==> config.mk <==
export PLATFORM = sky130hd
export DESIGN_NAME = axil_reg_slave
export DESIGN_NICKNAME = d
export VERILOG_FILES = /design/src/rtl/axil_pkg.sv /design/src/rtl/axil_skid_hold.sv /design/src/rtl/axil_reg_slave.sv
export SDC_FILE = /design/constraint.sdc
export NUM_CORES = 1
export LEC_CHECK = 0
export ABC_AREA = 1
export BUFFER_PORTS_ARGS = -buffer_cell sky130_fd_sc_hd__buf_2
export CORE_AREA = 3 3 240 242
export CTS_BUF_LIST = sky130_fd_sc_hd__clkbuf_8
export DETAILED_ROUTE_END_ITERATION = 7
export DIE_AREA = 0 0 243 245
export MAX_ROUTING_LAYER = met4
export PLACE_DENSITY = 0.71
export SYNTH_ARGS = -nofsm -noshare
export SYNTH_HDL_FRONTEND = slang
export SYNTH_SLANG_ARGS = --single-unit
export TNS_END_PERCENT = 50
==> constraint.sdc <==
create_clock -name aclk -period 35 [get_ports aclk]
set_input_delay 7 -clock aclk [delete_from_list [all_inputs] [get_ports aclk]]
set_output_delay 7 -clock aclk [all_outputs]
set_load 0.02 [all_outputs]
==> src/rtl/axil_pkg.sv <==
// Shared AXI4-Lite definitions: response codes, data width and the byte-strobe merge helper.
package axil_pkg;

    localparam int AXIL_DATA_W = 32;

    typedef logic [1:0] resp_t;

    localparam resp_t RESP_OKAY   = 2'b00;
    localparam resp_t RESP_EXOKAY = 2'b01;
    localparam resp_t RESP_SLVERR = 2'b10;
    localparam resp_t RESP_DECERR = 2'b11;

    function automatic logic [AXIL_DATA_W-1:0] strb_merge(
        input logic [AXIL_DATA_W-1:0]   old_v,
        input logic [AXIL_DATA_W-1:0]   new_v,
        input logic [AXIL_DATA_W/8-1:0] strb
    );
        logic [AXIL_DATA_W-1:0] merged;
        merged = old_v;
        for (int k = 0; k < AXIL_DATA_W/8; k++) begin
            if (strb[k]) begin
                merged[8*k +: 8] = new_v[8*k +: 8];
            end
        end
        return merged;
    endfunction

endpackage

==> src/rtl/axil_skid_hold.sv <==
// One-entry holding slot for an AXI4-Lite request channel: accepts a payload when empty,
// keeps it until the consumer clears it, and drives a registered ready.
module axil_skid_hold #(
    parameter int W = 8
) (
    input  logic         clk_i,
    input  logic         rst_i,
    input  logic         valid_i,
    input  logic [W-1:0] data_i,
    input  logic         clr_i,
    output logic         ready_o,
    output logic         held_o,
    output logic [W-1:0] data_o
);

    logic         held_q;
    logic         held_d;
    logic         ready_q;
    logic         ready_d;
    logic [W-1:0] data_q;
    logic         accept;

    assign accept = valid_i && ready_q;

    // clr_i only fires while held, when ready is low, so it never races an accept.
    always_comb begin
        held_d = held_q;
        if (clr_i) begin
            held_d = 1'b0;
        end else if (accept) begin
            held_d = 1'b1;
        end
        ready_d = !held_d;
    end

    always_ff @(posedge clk_i or posedge rst_i) begin
        if (rst_i) begin
            held_q  <= 1'b0;
            ready_q <= 1'b0;
        end else begin
            held_q  <= held_d;
            ready_q <= ready_d;
        end
    end

    always_ff @(posedge clk_i) begin
        if (accept) begin
            data_q <= data_i;
        end
    end

    assign ready_o = ready_q;
    assign held_o  = held_q;
    assign data_o  = data_q;

endmodule

==> src/rtl/axil_reg_slave.sv <==
// AXI4-Lite register slave with NUM_REGS 32-bit registers driven out in parallel on regOut.
// Define AXIL_REG_WR_PULSE_EN to add the per-register wrPulse output.
module axil_reg_slave
    import axil_pkg::*;
#(
    parameter int          ADDR_W    = 12,
    parameter int          NUM_REGS  = 16,
    parameter logic [31:0] RESET_VAL = 32'h0
) (
    input  logic                     aclk,
    input  logic                     areset,
    input  logic [ADDR_W-1:0]        awAddr,
    input  logic [2:0]               awProt,
    input  logic                     awValid,
    output logic                     awReady,
    input  logic [31:0]              wData,
    input  logic [3:0]               wStrb,
    input  logic                     wValid,
    output logic                     wReady,
    output logic [1:0]               bResp,
    output logic                     bValid,
    input  logic                     bReady,
    input  logic [ADDR_W-1:0]        arAddr,
    input  logic [2:0]               arProt,
    input  logic                     arValid,
    output logic                     arReady,
    output logic [31:0]              rData,
    output logic [1:0]               rResp,
    output logic                     rValid,
    input  logic                     rReady,
`ifdef AXIL_REG_WR_PULSE_EN
    output logic [NUM_REGS-1:0]      wrPulse,
`endif
    output logic [NUM_REGS*32-1:0]   regOut
);

    localparam logic [31:0] NREGS = 32'(NUM_REGS);

    logic                     aw_held;
    logic                     w_held;
    logic [ADDR_W-1:0]        aw_addr;
    logic [AXIL_DATA_W+3:0]   w_payload;
    logic [AXIL_DATA_W-1:0]   w_data;
    logic [3:0]               w_strb;
    logic                     commit;
    logic [31:0]              wr_idx;
    logic                     wr_in_range;

    logic [AXIL_DATA_W-1:0]   regs_q [NUM_REGS];
    logic [AXIL_DATA_W-1:0]   regs_d [NUM_REGS];

    logic                     bvalid_q;
    logic                     bvalid_d;
    resp_t                    bresp_q;
    resp_t                    bresp_d;

    logic                     rd_en_q;
    logic                     ar_hs;
    logic [31:0]              rd_idx;
    logic                     rd_in_range;
    logic [AXIL_DATA_W-1:0]   rd_word;
    logic                     rvalid_q;
    logic                     rvalid_d;
    logic [AXIL_DATA_W-1:0]   rdata_q;
    logic [AXIL_DATA_W-1:0]   rdata_d;
    resp_t                    rresp_q;
    resp_t                    rresp_d;

    logic                     unused_ok;

    axil_skid_hold #(.W(ADDR_W)) u_aw_hold (
        .clk_i   (aclk),
        .rst_i   (areset),
        .valid_i (awValid),
        .data_i  (awAddr),
        .clr_i   (commit),
        .ready_o (awReady),
        .held_o  (aw_held),
        .data_o  (aw_addr)
    );

    axil_skid_hold #(.W(AXIL_DATA_W + 4)) u_w_hold (
        .clk_i   (aclk),
        .rst_i   (areset),
        .valid_i (wValid),
        .data_i  ({wStrb, wData}),
        .clr_i   (commit),
        .ready_o (wReady),
        .held_o  (w_held),
        .data_o  (w_payload)
    );

    assign w_data      = w_payload[AXIL_DATA_W-1:0];
    assign w_strb      = w_payload[AXIL_DATA_W+3:AXIL_DATA_W];
    assign wr_idx      = 32'(aw_addr[ADDR_W-1:2]);
    assign wr_in_range = wr_idx < NREGS;
    assign commit      = aw_held && w_held && (!bvalid_q || bReady);

    always_comb begin
        for (int i = 0; i < NUM_REGS; i++) begin
            regs_d[i] = regs_q[i];
            if (commit && wr_in_range && (wr_idx == 32'(i))) begin
                regs_d[i] = strb_merge(regs_q[i], w_data, w_strb);
            end
        end
    end

    always_ff @(posedge aclk or posedge areset) begin
        if (areset) begin
            for (int i = 0; i < NUM_REGS; i++) begin
                regs_q[i] <= RESET_VAL;
            end
        end else begin
            for (int i = 0; i < NUM_REGS; i++) begin
                regs_q[i] <= regs_d[i];
            end
        end
    end

    // A new commit may land in the same cycle the previous response is taken.
    always_comb begin
        bvalid_d = bvalid_q;
        bresp_d  = bresp_q;
        if (commit) begin
            bvalid_d = 1'b1;
            bresp_d  = wr_in_range ? RESP_OKAY : RESP_SLVERR;
        end else if (bReady) begin
            bvalid_d = 1'b0;
        end
    end

    always_ff @(posedge aclk or posedge areset) begin
        if (areset) begin
            bvalid_q <= 1'b0;
            bresp_q  <= RESP_OKAY;
        end else begin
            bvalid_q <= bvalid_d;
            bresp_q  <= bresp_d;
        end
    end

    // rd_en_q keeps arReady low while reset is asserted and for the release edge.
    assign arReady     = rd_en_q && (!rvalid_q || rReady);
    assign ar_hs       = arValid && arReady;
    assign rd_idx      = 32'(arAddr[ADDR_W-1:2]);
    assign rd_in_range = rd_idx < NREGS;

    always_comb begin
        rd_word = '0;
        for (int i = 0; i < NUM_REGS; i++) begin
            if (rd_idx == 32'(i)) begin
                rd_word = regs_q[i];
            end
        end
        rvalid_d = rvalid_q;
        rdata_d  = rdata_q;
        rresp_d  = rresp_q;
        if (ar_hs) begin
            rvalid_d = 1'b1;
            rdata_d  = rd_in_range ? rd_word : '0;
            rresp_d  = rd_in_range ? RESP_OKAY : RESP_SLVERR;
        end else if (rReady) begin
            rvalid_d = 1'b0;
        end
    end

    always_ff @(posedge aclk or posedge areset) begin
        if (areset) begin
            rd_en_q  <= 1'b0;
            rvalid_q <= 1'b0;
            rdata_q  <= '0;
            rresp_q  <= RESP_OKAY;
        end else begin
            rd_en_q  <= 1'b1;
            rvalid_q <= rvalid_d;
            rdata_q  <= rdata_d;
            rresp_q  <= rresp_d;
        end
    end

`ifdef AXIL_REG_WR_PULSE_EN
    logic [NUM_REGS-1:0] pulse_q;
    logic [NUM_REGS-1:0] pulse_d;

    always_comb begin
        pulse_d = '0;
        for (int i = 0; i < NUM_REGS; i++) begin
            pulse_d[i] = commit && wr_in_range && (wr_idx == 32'(i)) && (|w_strb);
        end
    end

    always_ff @(posedge aclk or posedge areset) begin
        if (areset) begin
            pulse_q <= '0;
        end else begin
            pulse_q <= pulse_d;
        end
    end

    assign wrPulse = pulse_q;
`endif

    for (genvar g = 0; g < NUM_REGS; g++) begin : g_regout
        assign regOut[32*g +: 32] = regs_q[g];
    end

    assign bValid  = bvalid_q;
    assign bResp   = bresp_q;
    assign rValid  = rvalid_q;
    assign rData   = rdata_q;
    assign rResp   = rresp_q;

    assign unused_ok = ^{awProt, arProt, aw_addr[1:0], arAddr[1:0]};

endmodule

* After elaboration in Yosys (flattened, before gate mapping)
Index checks and enable logic that the tools add are counted.
Widths: inputs -> output; s select.
** Word-level totals
- Register bits :: 603
- Input bits :: 73
- Logic and storage cells :: 232
** Cells by class
- $lt $le $gt $ge :: 2
- Eq/ne operators :: 30
- Multiplexer cells :: 27
- Reductions and logical operators :: 97
** Operator list (count)
- $mux 32 :: 17
- $eq 10x4->1 const B :: 16
- $reduce_and 2->1 :: 64
- $eq 10x3->1 const B :: 8
- $logic_not 32->1 :: 2
- $eq 10x2->1 const B :: 4
- $logic_and 1x1->1 :: 23
- $eq 10x1->1 const B :: 2
- $lt 10x5->1 const B :: 2
- $mux 1 :: 8
- $logic_not 1->1 :: 4
- $mux 2 :: 2
- $reduce_bool 2->1 :: 2
- $logic_or 1x1->1 :: 2

* Longest topological paths before layout
Gate-level depths: netlist (run 1).
- Depth in word-level cells :: 18
- Depth in mapped cells :: 18
- Mapped depth without buffers :: 18

* Hierarchy
From an unflattened synthesis (run 1), not the netlist that was laid out.
** Unflattened totals
- Cells, all modules :: 3013
- Area total of the unflattened synthesis :: 26585.5 µm²
** Modules (own cells, without submodules)
- axil_reg_slave :: times used 1, cells each 2945, area an instance 24968.9 µm²
- axil_skid_hold (u_w_hold) :: times used 1, cells each 46, area an instance 1168.6 µm²
- axil_skid_hold (u_aw_hold) :: times used 1, cells each 22, area an instance 447.9 µm²

* Worst setup path before layout (run 1)
No wires, ideal clock.
- Kind :: input -> output
- Start point :: input rReady
- End point :: output arReady
- Data arrival time :: 7.245 ns
- Setup slack :: 20.755 ns
- Cell stages on the path :: 1
- Path through :: o21a_1
** On the way
- Word-level cells in the longest chain between the ends :: 2
** RTL lines
- from (decl) :: line axil_reg_slave.sv:30 : input logic rReady,
- $logic_or 1x1->1 :: line axil_reg_slave.sv:143 : assign arReady = rd_en_q && (!rvalid_q || rReady);
- $logic_and 1x1->1 :: line axil_reg_slave.sv:143
- to (decl) :: line axil_reg_slave.sv:26 : output logic arReady,
Every way passes these cells.

* Worst setup path after layout (run 1)
Same ends and word-level chain as after synthesis.

==> results of run 1 <==
## metal layers
layer,GRT usage (%),wire length (um),vias up
met1,40.1,37600,11700
li1,-,-,11100
met3,9.82,9970,263
met4,16.6,5940,0
met2,57.7,49600,1163
met5,-,0,-
## cell families (layout without fill, tap and decap cells)
logic type,count (synthesis),in the layout
other,2,8
flip-flops,599,599
AO/OA/AOI/OAI,599,599
buffers and inverters,371,1021
AND/OR/NAND/NOR,1466,1466
## registers in the layout, summed over array words and instances (netlist names), 10 cells and up
| name | flops |
|---|---|
| rData | 32 |
| regOut | 512 |
| u_aw_hold.data_o | 10 |
| u_w_hold.data_o | 36 |
## cell usage in the layout, fill, tap and decap left out, types with 4 or more instances in the layout
cell and n:
o21ai_1 86, or2_2 10, nand2_1 1030, clkinv_1 5, nor4_4 10, nor2_1 183
nor4_2 6, nor3_4 4, nor2_2 8, buf_2 613, inv_1 228, nor3_1 9
clkinv_2 10, buf_4 26, diode_2 5, clkbuf_8 127, o21ai_0 471, dfrtp_1 553
clkinvlp_4 6, nand3_1 62, nand3_2 45, nand4_1 91, a21oi_1 39, edfxtp_1 46
## critical path, stage by stage
cell and delay (ps):
buf_2 110, o21a_1 200, buf_2 160
## layout make-up
type	count	area share [%]
Tap cell	748	2.95
Inverter	199	2.38
Sequential cell	599	48.0
Multi-Input combinational cell	2068	29.9
Antenna cell	5	0.0394
Timing Repair Buffer	640	10.4
Clock buffer	127	5.51
Clock inverter	55	0.927
## power by group through the flow
stage                     clock network (mW)  registers (mW)  logic, mW
final                                  0.630           0.726     0.0843
after global routing                   0.672           0.727     0.0922
after CTS                              0.635           0.726     0.0859
after detailed placement                   0           0.738     0.0858
after global placement                     0           0.738     0.0849
after floorplan                            0           0.736     0.0513
## worst max path at each step
stage,slack (ps),endpoint,cells after the start,from
after floorplan,12540,bResp[1],1,areset
after global placement,20540,arReady,3,rReady
after detailed placement,20530,arReady,3,rReady
after CTS,20530,arReady,3,rReady
after global routing,20510,arReady,3,rReady
final,20530,arReady,3,rReady
## stage by stage
step | cell area [um^2] | hold WS, ps
floorplan | 26200 | 508
CTS | 31700 | 475
global route | 31700 | 496
detailed placement | 29700 | 460
global placement | 29700 | 457
finish | 31700 | 473
==> impl_metrics.env, run 1 <==
export IMPL_start_kind="primary input"
export IMPL_drv_cap=0
export IMPL_yosys_warnings=0
export IMPL_synth_area_leaders="dfrtp_1 (53%), nand2_1 (15%), o21ai_0 (9.0%), edfxtp_1 (5.3%), inv_1 (2.8%)"
export IMPL_power_frac_clock_pct=43.8
export IMPL_cts_tree="built"
export IMPL_dr_pass1_iters=6
export IMPL_fillCellCount=5184
export IMPL_syn_area_mm2=0.0262
export IMPL_finalClockSkew_ps=27.7
export IMPL_async_flop_share_pct=92.3
export IMPL_synth_xor_area_share_pct=0
export IMPL_hold_class="flip-flop to flip-flop"
export IMPL_min_path_cells=2
export IMPL_max_slew_margin_pct=25.7
export IMPL_grt_start_max_net_pins=158
export IMPL_peakVddDrop_uv=30.8
export IMPL_comb_power_share_pct=5.9
export IMPL_p_leak_nw=16.4
export IMPL_seq_power_share_pct=50.4
export IMPL_ys_types=34
export IMPL_die_area_mm2=0.0595
export IMPL_synth_edf_count=46
export IMPL_cts_resized=0
export IMPL_instances_no_fill=4441
export IMPL_crit_path_max_fanout=2
export IMPL_dp_slack_ps=20530
export IMPL_synthSimpleGateAreaFrac_pct=24.5
export IMPL_min_period_ps=14470
export IMPL_yosysMostFrequentCell="nand2_1"
export IMPL_via_per_inst=5.45
export IMPL_critPathRequiredTime_ps=28000
export IMPL_power_mw=1.44
export IMPL_netlist_top_cells_count="nand2_1 (1031), dfrtp_1 (553), o21ai_0 (471), inv_1 (194), nor2_1 (188)"
export IMPL_place_congestion=0.950
export IMPL_wl_per_cell_um=23.2
export IMPL_ys_ff_latch=599
export IMPL_critPathArrivalTime_ps=7470
export IMPL_die_w_um=243
export IMPL_clk_path_buf_depth=3
export IMPL_drc_errors=0
export IMPL_numCtsBuffers=101
export IMPL_hold_violations=0
export IMPL_post_cts_setup_buffer_count=0
export IMPL_grt_pass1_wl_um=151000
export IMPL_worst_slew_pin_slew_ps=1110
export IMPL_post_synth_top_area_fraction_pct=52.8
export IMPL_timing_rr_end="regOut[474]"
export IMPL_endpoint_kind="primary output"
export IMPL_worstSetupPathType="primary input to primary output"
export IMPL_status="completed"
export IMPL_max_freq_mhz=69.1
export IMPL_std_cell_rows=86
export IMPL_switchingPower_mw=0.374
export IMPL_area_delta_synth_final_pct=21.1
export IMPL_fin_setup_tns_ps=0
export IMPL_internal_power_mw=1.07
export IMPL_final_setup_worst_slack_ps=20530
export IMPL_synth_compound_area_share_pct=11.5
export IMPL_place_inst=4254
export IMPL_root_buffer="clkbuf_8"
export IMPL_io_pins=626
export IMPL_rrSetupSlack_ps=31460
export IMPL_grt_pass1_vias=22900
export IMPL_hp_start="rData[27]"
export IMPL_grt_overflow=0
export IMPL_multi_input_area_mm2=0.00947
export IMPL_synthFlopType="dfrtp_1"
export IMPL_power_density_mw_per_mm2=45.4
export IMPL_synth_fa_ha_area_share_pct=0
export IMPL_h_tree_depth=3
export IMPL_fin_util_pct=57.4
export IMPL_ant_nets=0
export IMPL_reg2reg_depth=8
export IMPL_num_vias=24200
export IMPL_synth_top_family_by_area="simple AND/OR/NAND/NOR gates"
export IMPL_final_layout_size_suffix_gt1_share_pct=23.7
export IMPL_path_clk_slew_ps=60
export IMPL_grt_usage_pct=35.2
export IMPL_dp_final_hpwl_um=76100
export IMPL_synth_cells=3037
export IMPL_synth_top_area_cell="dfrtp_1"
export IMPL_rsz0062_at_grt="false"
export IMPL_yosysSeqAreaShare_pct=58.1
export IMPL_final_setup_viol_count=0
export IMPL_cts_hold_buf=0
export IMPL_antenna_found_initial=2
export IMPL_regArea_mm2=0.0152
export IMPL_die_h_um=245
export IMPL_switching_share_pct=26.0
export IMPL_finalMaxSlewViolations=0
export IMPL_coreArea_mm2=0.0553
export IMPL_clock_latency_ps=700
export IMPL_portBuffers=613
export IMPL_start_util_pct=47.3
export IMPL_worstHoldEndpoint="rData[27]"
export IMPL_cts_sinks=599
export IMPL_nets=3682
export IMPL_rr_startpoint="u_aw_hold.data_o[9]"
export IMPL_synthMuxAreaShare_pct=0
export IMPL_drtIter0Drc=2332
export IMPL_finalWirelength_um=103000
export IMPL_syn_area_per_cell_um2=8.62
export IMPL_fin_crit_sh_pct=41.3
Power figures use the tool's default switching activity.
==> run 2: changes to the inputs <==
--- a/config.mk
+++ b/config.mk
@@ -12,7 +12,7 @@
 export DETAILED_ROUTE_END_ITERATION = 7
 export DIE_AREA = 0 0 243 245
 export MAX_ROUTING_LAYER = met4
-export PLACE_DENSITY = 0.71
+export PLACE_DENSITY = 0.74
 export SYNTH_ARGS = -nofsm -noshare
 export SYNTH_HDL_FRONTEND = slang
 export SYNTH_SLANG_ARGS = --single-unit
==> constraint.sdc (replaced) <==
create_clock -name aclk -period 11.8 [get_ports aclk]
set_input_delay 2.36 -clock aclk [delete_from_list [all_inputs] [get_ports aclk]]
set_output_delay 2.36 -clock aclk [all_outputs]
set_load 0.02 [all_outputs]
==> impl_metrics.env, run 2 (synthesized netlist as in run 1, its figures left out) <==
export IMPL_status="completed"
export IMPL_cts_sinks=599
export IMPL_grt_pass1_wl_um=152000
export IMPL_highest_layer="met4"
export IMPL_switching_share_pct=25.5
export IMPL_drc_errors=0
export IMPL_switchingPower_mw=1.12
export IMPL_rrSetupSlack_ps=8260
export IMPL_grt_pass1_vias=23000
export IMPL_peakVddDrop_uv=93.5
export IMPL_cts_tree="built"
export IMPL_crit_path_max_fanout=20
export IMPL_h_tree_depth=3
export IMPL_io_pins=626
export IMPL_portBuffers=613
export IMPL_comb_power_share_pct=5.7
export IMPL_min_period_ps=5570
export IMPL_mostFrequentLayoutCell="nand2_1"
export IMPL_wl_met3_um=10600
export IMPL_die_h_um=245
export IMPL_grt_overflow=0
export IMPL_hold_violations=0
export IMPL_p_leak_nw=16.4
export IMPL_seq_power_share_pct=49.1
export IMPL_design_area_mm2=0.0319
export IMPL_area_delta_synth_final_pct=21.6
export IMPL_endpoint_kind="flip-flop"
export IMPL_die_w_um=243
export IMPL_place_congestion=0.953
export IMPL_final_layout_size_suffix_gt1_share_pct=23.8
export IMPL_numCtsBuffers=101
export IMPL_max_freq_mhz=180
export IMPL_rsz0062_at_grt="false"
export IMPL_grt_usage_pct=35.4
export IMPL_worstSetupPathType="primary input to flip-flop"
export IMPL_via_per_inst=5.54
export IMPL_num_vias=24600
export IMPL_dp_slack_ps=5570
export IMPL_coreArea_mm2=0.0553
export IMPL_hold_class="flip-flop to flip-flop"
export IMPL_grt_start_max_net_pins=171
export IMPL_clk_path_buf_depth=3
export IMPL_finalClockSkew_ps=25.7
export IMPL_critPathArrivalTime_ps=6190
export IMPL_fin_crit_sh_pct=47.2
export IMPL_fin_setup_tns_ps=0
export IMPL_final_cell_mix="nand2_1 (1031), buf_2 (613), dfrtp_1 (553)"
export IMPL_power_frac_clock_pct=45.2
export IMPL_finalWirelength_um=105000
export IMPL_post_cts_setup_buffer_count=0
export IMPL_root_buffer="clkbuf_8"
export IMPL_dr_pass1_iters=5
export IMPL_internal_power_mw=3.27
export IMPL_ant_nets=0
export IMPL_wl_met2_um=49600
export IMPL_antenna_found_initial=4
export IMPL_wl_per_cell_um=23.5
export IMPL_final_setup_viol_count=0
export IMPL_cts_resized=0
export IMPL_final_setup_worst_slack_ps=6230
export IMPL_place_area_mm2=0.0297
export IMPL_die_area_mm2=0.0595
export IMPL_start_util_pct=47.3
export IMPL_critPathRequiredTime_ps=12420
export IMPL_largest_reg_flops=512
export IMPL_drv_cap=0
export IMPL_met1_length_um=37400
export IMPL_power_density_mw_per_mm2=138
export IMPL_start_kind="primary input"
export IMPL_dp_final_hpwl_um=76000
export IMPL_clock_latency_ps=700
export IMPL_std_cell_rows=86
export IMPL_finalMaxSlewViolations=0
export IMPL_worst_slew_pin_slew_ps=1200
export IMPL_max_slew_margin_pct=19.5
export IMPL_path_clk_slew_ps=60
export IMPL_nets=3684
export IMPL_power_mw=4.39
export IMPL_cts_hold_buf=0
export IMPL_drtIter0Drc=2153
[run 2: path summary, 6_finish.rpt]
| path | endpoint | start | cells past startpoint |
|---|---|---|---|
| hold / removal | rData[20] | rData[20] | 2 |
| max in group asynchronous | regOut[325] | areset | 4 |
| min in group asynchronous | regOut[59] | areset | 2 |
| hold reg to reg | rData[20] | rData[20] | 2 |
| setup / recovery | rData[24] | arAddr[11] | 14 |
| setup reg to reg | regOut[474] | u_aw_hold.data_o[9] | 7 |
[run 2: cell type report]
type / count / area (um^2)
Inverter: 199 / 751
Clock buffer: 129 / 1780
Multi-Input combinational cell: 2068 / 9470
Antenna cell: 4 / 10.0
Tap cell: 748 / 936
Clock inverter: 51 / 383
Sequential cell: 599 / 15200
Timing Repair Buffer: 642 / 3310
Fill cell: 5046 / 23500
[run 2: worst max-delay path: stages]
cell and delay (ps):
buf_2 90, nor2_1 150, nand3_1 580, nor2_1 510, nand2_1 580, inv_1 950
nand2_1 110, nand3_1 240, nor2_1 90, nand3_1 70, nand2_1 60, nand4_1 170
nor2_1 60, o21ai_0 140
[run 2: through the flow]
stage | std cells | utilization (%) | hold WS, ps
after detailed placement | 4256 | 53.7 | 460
after global placement | 4256 | 53.7 | 458
after floorplan | 3038 | - | 508
after global routing | 4439 | 57.6 | 504
after CTS | 4436 | 57.6 | 477
final | 4440 | 57.6 | 474
[run 2: routing by layer]
metal / vias to the layer above / GRT usage, %
li1: 11100 / -
met1: 11900 / 40.9
met2: 1353 / 57.1
met3: 312 / 9.31
met4: 0 / 18.6
met5: - / -
[run 2: power groups by stage]
stage / sequential (mW) / clock, mW / combinational (mW)
2_1_floorplan: 2.18 / 0 / 0.153
3_3_place_gp: 2.19 / 0 / 0.252
3_5_place_dp: 2.19 / 0 / 0.255
4_1_cts: 2.15 / 2.00 / 0.255
5_1_grt: 2.16 / 2.10 / 0.274
6_report: 2.15 / 1.98 / 0.251
==> run 3: changes to the inputs <==
--- a/config.mk
+++ b/config.mk
@@ -7,12 +7,12 @@
 export LEC_CHECK = 0
 export ABC_AREA = 1
 export BUFFER_PORTS_ARGS = -buffer_cell sky130_fd_sc_hd__buf_2
-export CORE_AREA = 3 3 240 242
+export CORE_AREA = 3 3 241 243
 export CTS_BUF_LIST = sky130_fd_sc_hd__clkbuf_8
 export DETAILED_ROUTE_END_ITERATION = 7
-export DIE_AREA = 0 0 243 245
+export DIE_AREA = 0 0 244 246
 export MAX_ROUTING_LAYER = met4
-export PLACE_DENSITY = 0.74
+export PLACE_DENSITY = 0.71
 export SYNTH_ARGS = -nofsm -noshare
 export SYNTH_HDL_FRONTEND = slang
 export SYNTH_SLANG_ARGS = --single-unit
==> constraint.sdc (replaced) <==
create_clock -name aclk -period 5.8 [get_ports aclk]
set_input_delay 1.16 -clock aclk [delete_from_list [all_inputs] [get_ports aclk]]
set_output_delay 1.16 -clock aclk [all_outputs]
set_load 0.02 [all_outputs]
==> impl_metrics.env, run 3 (synthesized netlist as in run 1, its figures left out) <==
export IMPL_post_cts_setup_buffer_count=0
export IMPL_place_area_mm2=0.0298
export IMPL_rrSetupSlack_ps=2730
export IMPL_clk_path_buf_depth=3
export IMPL_seq_power_share_pct=49.3
export IMPL_nets=3691
export IMPL_numCtsBuffers=103
export IMPL_rsz0062_at_grt="false"
export IMPL_std_cell_rows=87
export IMPL_slowest_stage="nand2_1"
export IMPL_power_density_mw_per_mm2=278
export IMPL_cp_num_buf_inv=4
export IMPL_p_leak_nw=16.5
export IMPL_via_per_inst=5.46
export IMPL_comb_power_share_pct=5.8
export IMPL_min_path_cells=2
export IMPL_coreArea_mm2=0.0562
export IMPL_h_tree_depth=3
export IMPL_grt_pass1_wl_um=150000
export IMPL_die_w_um=244
export IMPL_dr_pass1_iters=5
export IMPL_hold_violations=0
export IMPL_max_slew_margin_pct=24.1
export IMPL_worst_slew_pin_slew_ps=1130
export IMPL_switchingPower_mw=2.30
export IMPL_grt_pass1_vias=23200
export IMPL_largest_reg_flops=512
export IMPL_finalClockSkew_ps=29.4
export IMPL_critPathRequiredTime_ps=6380
export IMPL_design_area_mm2=0.0319
export IMPL_cts_resized=0
export IMPL_grt_overflow=0
export IMPL_critPathArrivalTime_ps=4210
export IMPL_antenna_found_initial=2
export IMPL_max_freq_mhz=275
export IMPL_cp_common_cell="nand2_1"
export IMPL_power_mw=8.90
export IMPL_final_setup_worst_slack_ps=2170
export IMPL_fin_crit_sh_pct=62.6
export IMPL_cts_hold_buf=0
export IMPL_endpoint_kind="flip-flop"
export IMPL_finalWirelength_um=103000
export IMPL_peakVddDrop_uv=197
export IMPL_cts_tree="built"
export IMPL_io_pins=626
export IMPL_fin_util_pct=56.9
export IMPL_reg2reg_depth=5
export IMPL_worstHoldEndpoint="rData[28]"
export IMPL_die_h_um=246
export IMPL_num_vias=24300
export IMPL_drv_cap=0
export IMPL_crit_path_max_fanout=21
export IMPL_regArea_mm2=0.0152
export IMPL_internal_power_mw=6.59
export IMPL_place_inst=4269
export IMPL_dp_final_hpwl_um=76700
export IMPL_rr_startpoint="u_aw_hold.data_o[9]"
export IMPL_grt_start_max_net_pins=125
export IMPL_ant_nets=0
export IMPL_status="completed"
export IMPL_path_delay_family="simple AND/OR/NAND/NOR gates"
export IMPL_worstSetupPathType="primary input to flip-flop"
export IMPL_fin_setup_tns_ps=0
export IMPL_final_cell_mix="nand2_1 (1031), buf_2 (613), dfrtp_1 (553)"
export IMPL_switching_share_pct=25.9
export IMPL_instances_no_fill=4459
export IMPL_hold_class="flip-flop to flip-flop"
export IMPL_cts_sinks=599
export IMPL_root_buffer="clkbuf_8"
export IMPL_final_setup_viol_count=0
export IMPL_wl_per_cell_um=23.2
export IMPL_min_period_ps=3630
export IMPL_power_frac_clock_pct=44.9
export IMPL_mostFrequentLayoutCell="nand2_1"
export IMPL_path_clk_slew_ps=60
export IMPL_crit_path_cell_trace="buf_2 -> nor2_1 -> nand3_1 -> buf_4 -> nor2_1 -> nand2_1 -> clkinv_1 -> buf_4 -> nand2_1 -> nand4_1 -> nor2_1 -> nand4_1 -> nand2_1 -> nand4_1 -> nand2_1 -> nand2_1 -> nand2_1 -> nand2_1"
export IMPL_grt_usage_pct=34.8
export IMPL_drtIter0Drc=1964
export IMPL_drc_errors=0
export IMPL_start_util_pct=46.6
export IMPL_multi_input_area_mm2=0.00947
export IMPL_clock_latency_ps=710
export IMPL_hp_start="rData[28]"
export IMPL_start_kind="primary input"
export IMPL_portBuffers=613
export IMPL_area_delta_synth_final_pct=22.0
export IMPL_dp_slack_ps=1530
export IMPL_finalMaxSlewViolations=0
export IMPL_final_layout_size_suffix_gt1_share_pct=24.0
export IMPL_die_area_mm2=0.0600
export IMPL_fillCellCount=5215
export IMPL_cpPeakStageDelay_ps=520
export IMPL_timing_rr_end="regOut[63]"
export IMPL_place_congestion=0.952
export IMPL_holdWs_ps=475
[run 3: cell count changes in the layout (fill, tap and decap cells not counted), sizes merged]
cell	delta
clkbuf	+5
clkinv	-2
bufinv	-3
buf	+5
diode	-1
inv	+7
[run 3: how the worst max path moves through the flow]
stage                     end  depth (start not counted)  slack, ps       start
floorplan            bResp[1]                          1      -2890      areset
global placement    rData[15]                         18       1600  arAddr[10]
detailed placement  rData[15]                         18       1530  arAddr[10]
CTS                 rData[21]                         16       2260  arAddr[10]
global route        rData[15]                         18       2060  arAddr[10]
finish              rData[15]                         18       2170  arAddr[10]
[run 3: area by class of cell]
type / instances / area share [%]
multi-input combinational: 2068 / 29.6
antenna: 3 / 0.0235
clock inverter: 53 / 1.01
clock buffer: 134 / 5.77
timing repair buffer: 647 / 10.6
sequential: 599 / 47.6
inverter: 199 / 2.35
tap: 756 / 2.96
[run 3: worst min-delay path: cells and delay by family, from the launching register on]
family           cells  cell delay [ps]
flip-flops           1              340
AND/OR/NAND/NOR      2              100
[run 3: routing by layer]
layer  GRT usage, %  share of wire, %
met1           40.1                36
met3           8.97                10
met2           57.3                48
met5              -                 0
met4           16.1               5.5
[run 3: power groups by stage]
| stage | logic (mW) | registers [mW] | clock network (mW) |
|---|---|---|---|
| 6_report | 0.517 | 4.38 | 4.00 |
| 5_1_grt | 0.559 | 4.39 | 4.23 |
| 4_1_cts | 0.526 | 4.38 | 4.02 |
| 3_5_place_dp | 0.524 | 4.46 | 0 |
| 3_3_place_gp | 0.520 | 4.45 | 0 |
| 2_1_floorplan | 0.310 | 4.44 | 0 |
